## config.mk

```make
export PLATFORM = sky130hd
export DESIGN_NAME = uart_tx_arbiter
export DESIGN_NICKNAME = d
export VERILOG_FILES = /design/src/rtl/uart_pkg.sv /design/src/rtl/rr_arbiter.sv /design/src/rtl/uart_tx_arbiter.sv
export SDC_FILE = /design/constraint.sdc
export NUM_CORES = 1
export LEC_CHECK = 0
export BUFFER_PORTS_ARGS = -buffer_cell sky130_fd_sc_hd__buf_2
export CORE_ASPECT_RATIO = 1.75
export CORE_MARGIN = 2
export CORE_UTILIZATION = 58
export CTS_BUF_LIST = sky130_fd_sc_hd__clkbuf_8
export CTS_CLUSTER_DIAMETER = 80
export DETAILED_ROUTE_END_ITERATION = 8
export PLACE_DENSITY = 0.82
export SLEW_MARGIN = 20
export SYNTH_ARGS = -nofsm -noshare
export SYNTH_HDL_FRONTEND = slang
export SYNTH_SLANG_ARGS = --single-unit
```

## constraint.sdc

```tcl
create_clock -name clk -period 2.5 [get_ports clk]
set_input_delay 0.5 -clock clk [delete_from_list [all_inputs] [get_ports clk]]
set_output_delay 0.5 -clock clk [all_outputs]
set_load 0.005 [all_outputs]
```

## src/rtl/uart_pkg.sv

```systemverilog
// Shared UART definitions: transmitter state encoding, frame geometry and
// the baud divider constant shared with the baud tick generator.
package uart_pkg;

  typedef enum logic [1:0] {
    IDLE  = 2'd0,
    START = 2'd1,
    DATA  = 2'd2,
    STOP  = 2'd3
  } tx_state_e;

  localparam int DATA_BITS         = 8;
  localparam int TICKS_PER_BIT_DEF = 16;
  localparam int CLK_HZ            = 100_000_000;
  localparam int BAUD_RATE         = 115_200;

  // System clocks per oversample tick for a given baud and oversampling ratio.
  function automatic int baud_tick_div(input int clk_hz, input int baud, input int ticks_per_bit);
    return clk_hz / (baud * ticks_per_bit);
  endfunction

  localparam int BAUD_TICK_DIV = baud_tick_div(CLK_HZ, BAUD_RATE, TICKS_PER_BIT_DEF);

endpackage

```

## src/rtl/rr_arbiter.sv

```systemverilog
// Combinational round-robin picker: first set request at or above the
// pointer, wrapping modulo NUM_REQ. The pointer register lives in the caller.
module rr_arbiter #(
  parameter int NUM_REQ = 2,
  localparam int PW = (NUM_REQ > 1) ? $clog2(NUM_REQ) : 1
) (
  input  logic [NUM_REQ-1:0] req,
  input  logic [PW-1:0]      ptr,
  input  logic               enable,
  output logic [NUM_REQ-1:0] gnt,
  output logic [PW-1:0]      idx
);

  // Rotate the request vector so the pointer position sits at bit 0, then take the lowest set bit.
  always_comb begin
    logic [2*NUM_REQ-1:0] dbl;
    logic                 found;
    int                   sum;
    dbl   = {req, req} >> ptr;
    found = 1'b0;
    sum   = 0;
    idx   = '0;
    gnt   = '0;
    for (int j = 0; j < NUM_REQ; j++) begin
      if (enable && !found && dbl[j]) begin
        found = 1'b1;
        sum   = int'(ptr) + j;
        if (sum >= NUM_REQ) begin
          sum = sum - NUM_REQ;
        end else begin
          sum = sum;
        end
        idx = PW'(sum);
      end else begin
        found = found;
      end
    end
    if (found) begin
      gnt = NUM_REQ'(1) << idx;
    end else begin
      gnt = '0;
    end
  end

endmodule

```

## src/rtl/uart_tx_arbiter.sv

```systemverilog
// Round-robin scheduler plus 8N1 serializer for the shared UART TX pin.
// Bit timing comes from the 16x oversample strobe b_tick; all outputs are registered.
module uart_tx_arbiter
  import uart_pkg::*;
#(
  parameter int NUM_REQ       = 2,
  parameter int TICKS_PER_BIT = TICKS_PER_BIT_DEF
) (
  input  logic                 clk,
  input  logic                 rst,
  input  logic                 b_tick,
  input  logic [NUM_REQ-1:0]   req,
  input  logic [8*NUM_REQ-1:0] req_data,
  output logic [NUM_REQ-1:0]   gnt,
  output logic                 tx,
  output logic                 busy,
  output logic                 done
);

  localparam int          PW        = (NUM_REQ > 1) ? $clog2(NUM_REQ) : 1;
  localparam int          TW        = (TICKS_PER_BIT > 1) ? $clog2(TICKS_PER_BIT) : 1;
  localparam logic [TW-1:0] TICK_LAST = TW'(TICKS_PER_BIT - 1);
  localparam logic [2:0]  BIT_LAST  = 3'(DATA_BITS - 1);

  tx_state_e            state_r, state_nx;
  logic [TW-1:0]        tick_r, tick_nx;
  logic [2:0]           bit_r, bit_nx;
  logic [7:0]           shift_r, shift_nx;
  logic [PW-1:0]        rr_r, rr_nx;
  logic [PW-1:0]        cur_r, cur_nx;
  logic                 tx_r, tx_nx;
  logic                 busy_r, busy_nx;
  logic                 done_r, done_nx;
  logic [NUM_REQ-1:0]   gnt_r, gnt_nx;

  logic [NUM_REQ-1:0]   arb_gnt_s;
  logic [PW-1:0]        arb_idx_s;
  logic [7:0]           sel_byte_s;
  logic                 tick_hit_s;
  logic                 tick_last_s;

  rr_arbiter #(.NUM_REQ(NUM_REQ)) u_rr (
    .req    (req),
    .ptr    (rr_r),
    .enable (state_r == IDLE),
    .gnt    (arb_gnt_s),
    .idx    (arb_idx_s)
  );

  // Mux out the byte of whichever requester the arbiter picked.
  always_comb begin
    sel_byte_s = 8'h00;
    for (int i = 0; i < NUM_REQ; i++) begin
      if (arb_gnt_s[i]) begin
        sel_byte_s = req_data[8*i +: 8];
      end else begin
        sel_byte_s = sel_byte_s;
      end
    end
  end

  // A b_tick coinciding with the grant pulse is discarded so the start bit gets full length.
  assign tick_hit_s  = b_tick & ~(|gnt_r);
  assign tick_last_s = (tick_r == TICK_LAST);

  // Next-state and next-output logic of the frame sequencer.
  always_comb begin
    state_nx = state_r;
    tick_nx  = tick_r;
    bit_nx   = bit_r;
    shift_nx = shift_r;
    rr_nx    = rr_r;
    cur_nx   = cur_r;
    tx_nx    = tx_r;
    busy_nx  = busy_r;
    done_nx  = 1'b0;
    gnt_nx   = '0;
    case (state_r)
      IDLE: begin
        tx_nx = 1'b1;
        if (|arb_gnt_s) begin
          gnt_nx   = arb_gnt_s;
          shift_nx = sel_byte_s;
          cur_nx   = arb_idx_s;
          busy_nx  = 1'b1;
          tick_nx  = '0;
          bit_nx   = 3'd0;
          tx_nx    = 1'b0;
          state_nx = START;
        end else begin
          busy_nx = 1'b0;
        end
      end
      START: begin
        if (tick_hit_s) begin
          if (tick_last_s) begin
            tick_nx  = '0;
            bit_nx   = 3'd0;
            tx_nx    = shift_r[0];
            state_nx = DATA;
          end else begin
            tick_nx = tick_r + TW'(1);
          end
        end else begin
          tick_nx = tick_r;
        end
      end
      DATA: begin
        if (tick_hit_s) begin
          if (tick_last_s) begin
            tick_nx = '0;
            if (bit_r == BIT_LAST) begin
              bit_nx   = 3'd0;
              tx_nx    = 1'b1;
              state_nx = STOP;
            end else begin
              bit_nx   = bit_r + 3'd1;
              shift_nx = {1'b0, shift_r[7:1]};
              tx_nx    = shift_r[1];
            end
          end else begin
            tick_nx = tick_r + TW'(1);
          end
        end else begin
          tick_nx = tick_r;
        end
      end
      STOP: begin
        tx_nx = 1'b1;
        if (tick_hit_s) begin
          if (tick_last_s) begin
            tick_nx  = '0;
            done_nx  = 1'b1;
            busy_nx  = 1'b0;
            state_nx = IDLE;
            if (cur_r == PW'(NUM_REQ - 1)) begin
              rr_nx = '0;
            end else begin
              rr_nx = cur_r + PW'(1);
            end
          end else begin
            tick_nx = tick_r + TW'(1);
          end
        end else begin
          tick_nx = tick_r;
        end
      end
      default: begin
        state_nx = IDLE;
        tx_nx    = 1'b1;
        busy_nx  = 1'b0;
      end
    endcase
  end

  // State and output registers; reset aborts any frame and idles the line at once.
  always_ff @(posedge clk or posedge rst) begin
    if (rst) begin
      state_r <= IDLE;
      tick_r  <= '0;
      bit_r   <= 3'd0;
      shift_r <= 8'h00;
      rr_r    <= '0;
      cur_r   <= '0;
      tx_r    <= 1'b1;
      busy_r  <= 1'b0;
      done_r  <= 1'b0;
      gnt_r   <= '0;
    end else begin
      state_r <= state_nx;
      tick_r  <= tick_nx;
      bit_r   <= bit_nx;
      shift_r <= shift_nx;
      rr_r    <= rr_nx;
      cur_r   <= cur_nx;
      tx_r    <= tx_nx;
      busy_r  <= busy_nx;
      done_r  <= done_nx;
      gnt_r   <= gnt_nx;
    end
  end

  assign gnt  = gnt_r;
  assign tx   = tx_r;
  assign busy = busy_r;
  assign done = done_r;

endmodule

```

==> out/results.tsv <==
metric	value	unit
synth.distinct_cells	41	
clk_path_buf_depth	2	
skew	0.00830	ns
reg2reg_depth	6	
drt-vias-per-instance	6.14	
grt_pass1_vias	1256	
synth-main-ff-cell	dfrtp_1	
hold_viol	0	
htree_levels	1	
syn_to_final_growth	13.5	%
worstPathMaxFanout	22	
fin_tns_setup	0	ns
ys_ff_latch	24	
syn_nets	174	
fp.dieH	71.2	microns
crit_arrival	2.33	ns
drv_cap	0	
cts_tree	done	
rsz0062_at_grt	false	
start_util	0.608	
pwr_density_cell	1090	nW/um^2
vias	1191	
fin_crit	2.18	ns
die_area	3020	sq um
post_cts_buffers	0	
grt_max_degree	25	
cts_root_buf	clkbuf_8	
ant_nets	0	
n_antenna_cell	0	
wl_per_cell	16.2	microns
clock-sinks	24	
hold_ws	0.422	ns
antenna_found_initial	0	
drc	0	
track_usage	0.228	
die_w	42.4	microns
end_kind	flip-flop	
core-area	2460	sq um
cp_cell_sequence	inv_1 -> ha_1 -> nor2_1 -> a21oi_1 -> a21oi_2 -> mux2_2	
crit_family	adder cells	
final_nets	198	
clkTransAtPathRegs	0.09	ns
clk_latency	0.27	ns
dp.cells	190	
slew_viol_final	0	
setup_viol	0	
status	finished clean	
max_stage_delay	0.68	ns
r2r-end	bit_r[0]$_DFFE_PP0P_	
min_path_type	input port to asynchronous set/reset pin	
cp-start-kind	flip-flop	
syn_area_per_cell	10.3	sq um
cts_buffers	3	
first_pass_iters	4	
hpwl	2360	microns
path_class	flip-flop to flip-flop	
netlist_area	1500	sq um
ys_warn_count	0	
p_leak	0.841	nW
row_count	24	
ios	26	
slowest_stage	ha_1	
overflow	0	
r2r_start	state_r[0]$_DFFE_PP0P_	
tightest_slew	0.916	ns
slew-limit-headroom	0.389	
yosysSeqAreaShare	0.402	
gp_congestion	0.762	
critPathBufInv	1	
wirelength	3140	microns
synthArstFlopShare	1.00	
cts_hold_buf	0	
grt_first_pass_wirelength	5440	microns
post_cts_resized	0	
fillers	205	
place.port_buffers	25	
synth_enable_flop_cells	0	
timing.fmax	0.458	GHz
ir_worst_vdd	0.692	mV
syn_inst	145	
cp.required	2.65	ns
drive_gt1_frac	0.232	
layout.cells.non_filler	194	
fin_crit_sh	0.873	
r2r_slack	0.32	ns
drt-initial-drc-count	63	
## through the flow
stage          total power, mW  utilization  area, sq um  setup WS [ns]
2_1_floorplan             1.30            -         1500          0.736
3_3_place_gp              1.46        0.661         1630          0.477
3_5_place_dp              1.51        0.661         1630          0.345
4_1_cts                   1.85        0.690         1700          0.336
5_1_grt                   1.97        0.690         1700          0.116
6_report                  1.84        0.690         1700          0.318
## flip-flops by register name, summed over array words and instances (netlist names)
signal,count
tx,1
cur_r,1
bit_r,3
tick_r,4
shift_r,8
gnt,2
busy,1
done,1
rr_r,1
state_r,2
## routing by layer
layer,track usage,vias to the layer above,part of all wire
met2,0.443,34,0.58
met4,0.101,0,0.021
li1,-,567,-
met5,0,-,0
met3,0.0126,7,0.028
met1,0.243,583,0.37
## area by class of cell
| class | count | area (sq um) | share of cell area |
|---|---|---|---|
| Multi-Input combinational cell | 96 | 793 | 0.467 |
| Sequential cell | 24 | 602 | 0.354 |
| Timing Repair Buffer | 26 | 133 | 0.0781 |
| Inverter | 18 | 67.6 | 0.0398 |
| Clock buffer | 3 | 41.3 | 0.0243 |
| Tap cell | 26 | 32.5 | 0.0191 |
| Clock inverter | 1 | 30.0 | 0.0177 |
## cell usage in the layout (no fill, tap or decap), types with 2 or more instances in the layout
master	netlist	routed
and3_1	2	2
mux2i_1	11	11
dfrtp_1	23	23
buf_2	2	25
o21ai_0	4	4
nand2_1	10	10
nand3_1	3	3
nor2_1	6	6
o2bb2ai_1	2	2
inv_1	18	18
a21o_1	2	2
clkbuf_8	0	3
a21oi_1	7	7
a222oi_1	7	7
a22o_1	4	4
nor2b_1	9	9
ha_1	8	8
## Yosys cell counts, types with 2 or more instances
library cell | count | area [sq um]
a21o_1 | 2 | 15.0
a21oi_1 | 7 | 35.0
a222oi_1 | 7 | 70.1
a22o_1 | 4 | 35.0
and3_1 | 2 | 12.5
buf_2 | 2 | 10.0
clkbuf_1 | 2 | 7.51
clkbuf_2 | 2 | 10.0
dfrtp_1 | 23 | 576
ha_1 | 8 | 100
inv_1 | 18 | 67.6
mux2i_1 | 11 | 110
nand2_1 | 10 | 37.5
nand3_1 | 3 | 15.0
nor2_1 | 6 | 22.5
nor2b_1 | 9 | 56.3
o21ai_0 | 4 | 20.0
o2bb2ai_1 | 2 | 17.5
## logic make-up (layout without fill, tap and decap cells)
kind of cell / Yosys count / count (layout) / share of synthesized area
buffers and inverters: 25 / 48 / 0.0685
AOI/OAI and AO/OA: 39 / 39 / 0.231
and+or+nand+nor: 36 / 36 / 0.143
adders and majority gates: 8 / 8 / 0.0668
DFF: 24 / 24 / 0.402
muxes: 13 / 13 / 0.0886
## power breakdown
group / internal [mW] / switching, mW
Combinational: 0.386 / 0.522
Sequential: 0.513 / 0.0883
Clock: 0.214 / 0.122
Total: 1.11 / 0.732
## worst max path at each step
stage                                start                endpoint  slack (ns)  cells past startpoint
global placement    state_r[0]$_DFFE_PP0P_  state_r[1]$_DFFE_PP0P_        0.48                      6
global route        state_r[0]$_DFFE_PP0P_  shift_r[3]$_DFFE_PP0P_        0.12                      5
detailed placement  state_r[0]$_DFFE_PP0P_  shift_r[2]$_DFFE_PP0P_        0.34                      5
CTS                 state_r[0]$_DFFE_PP0P_  state_r[1]$_DFFE_PP0P_        0.34                      6
finish              state_r[0]$_DFFE_PP0P_    bit_r[0]$_DFFE_PP0P_        0.32                      6
floorplan           state_r[0]$_DFFE_PP0P_  state_r[1]$_DFFE_PP0P_        0.74                      7
No activity file was read; power rests on OpenSTA's default activity.
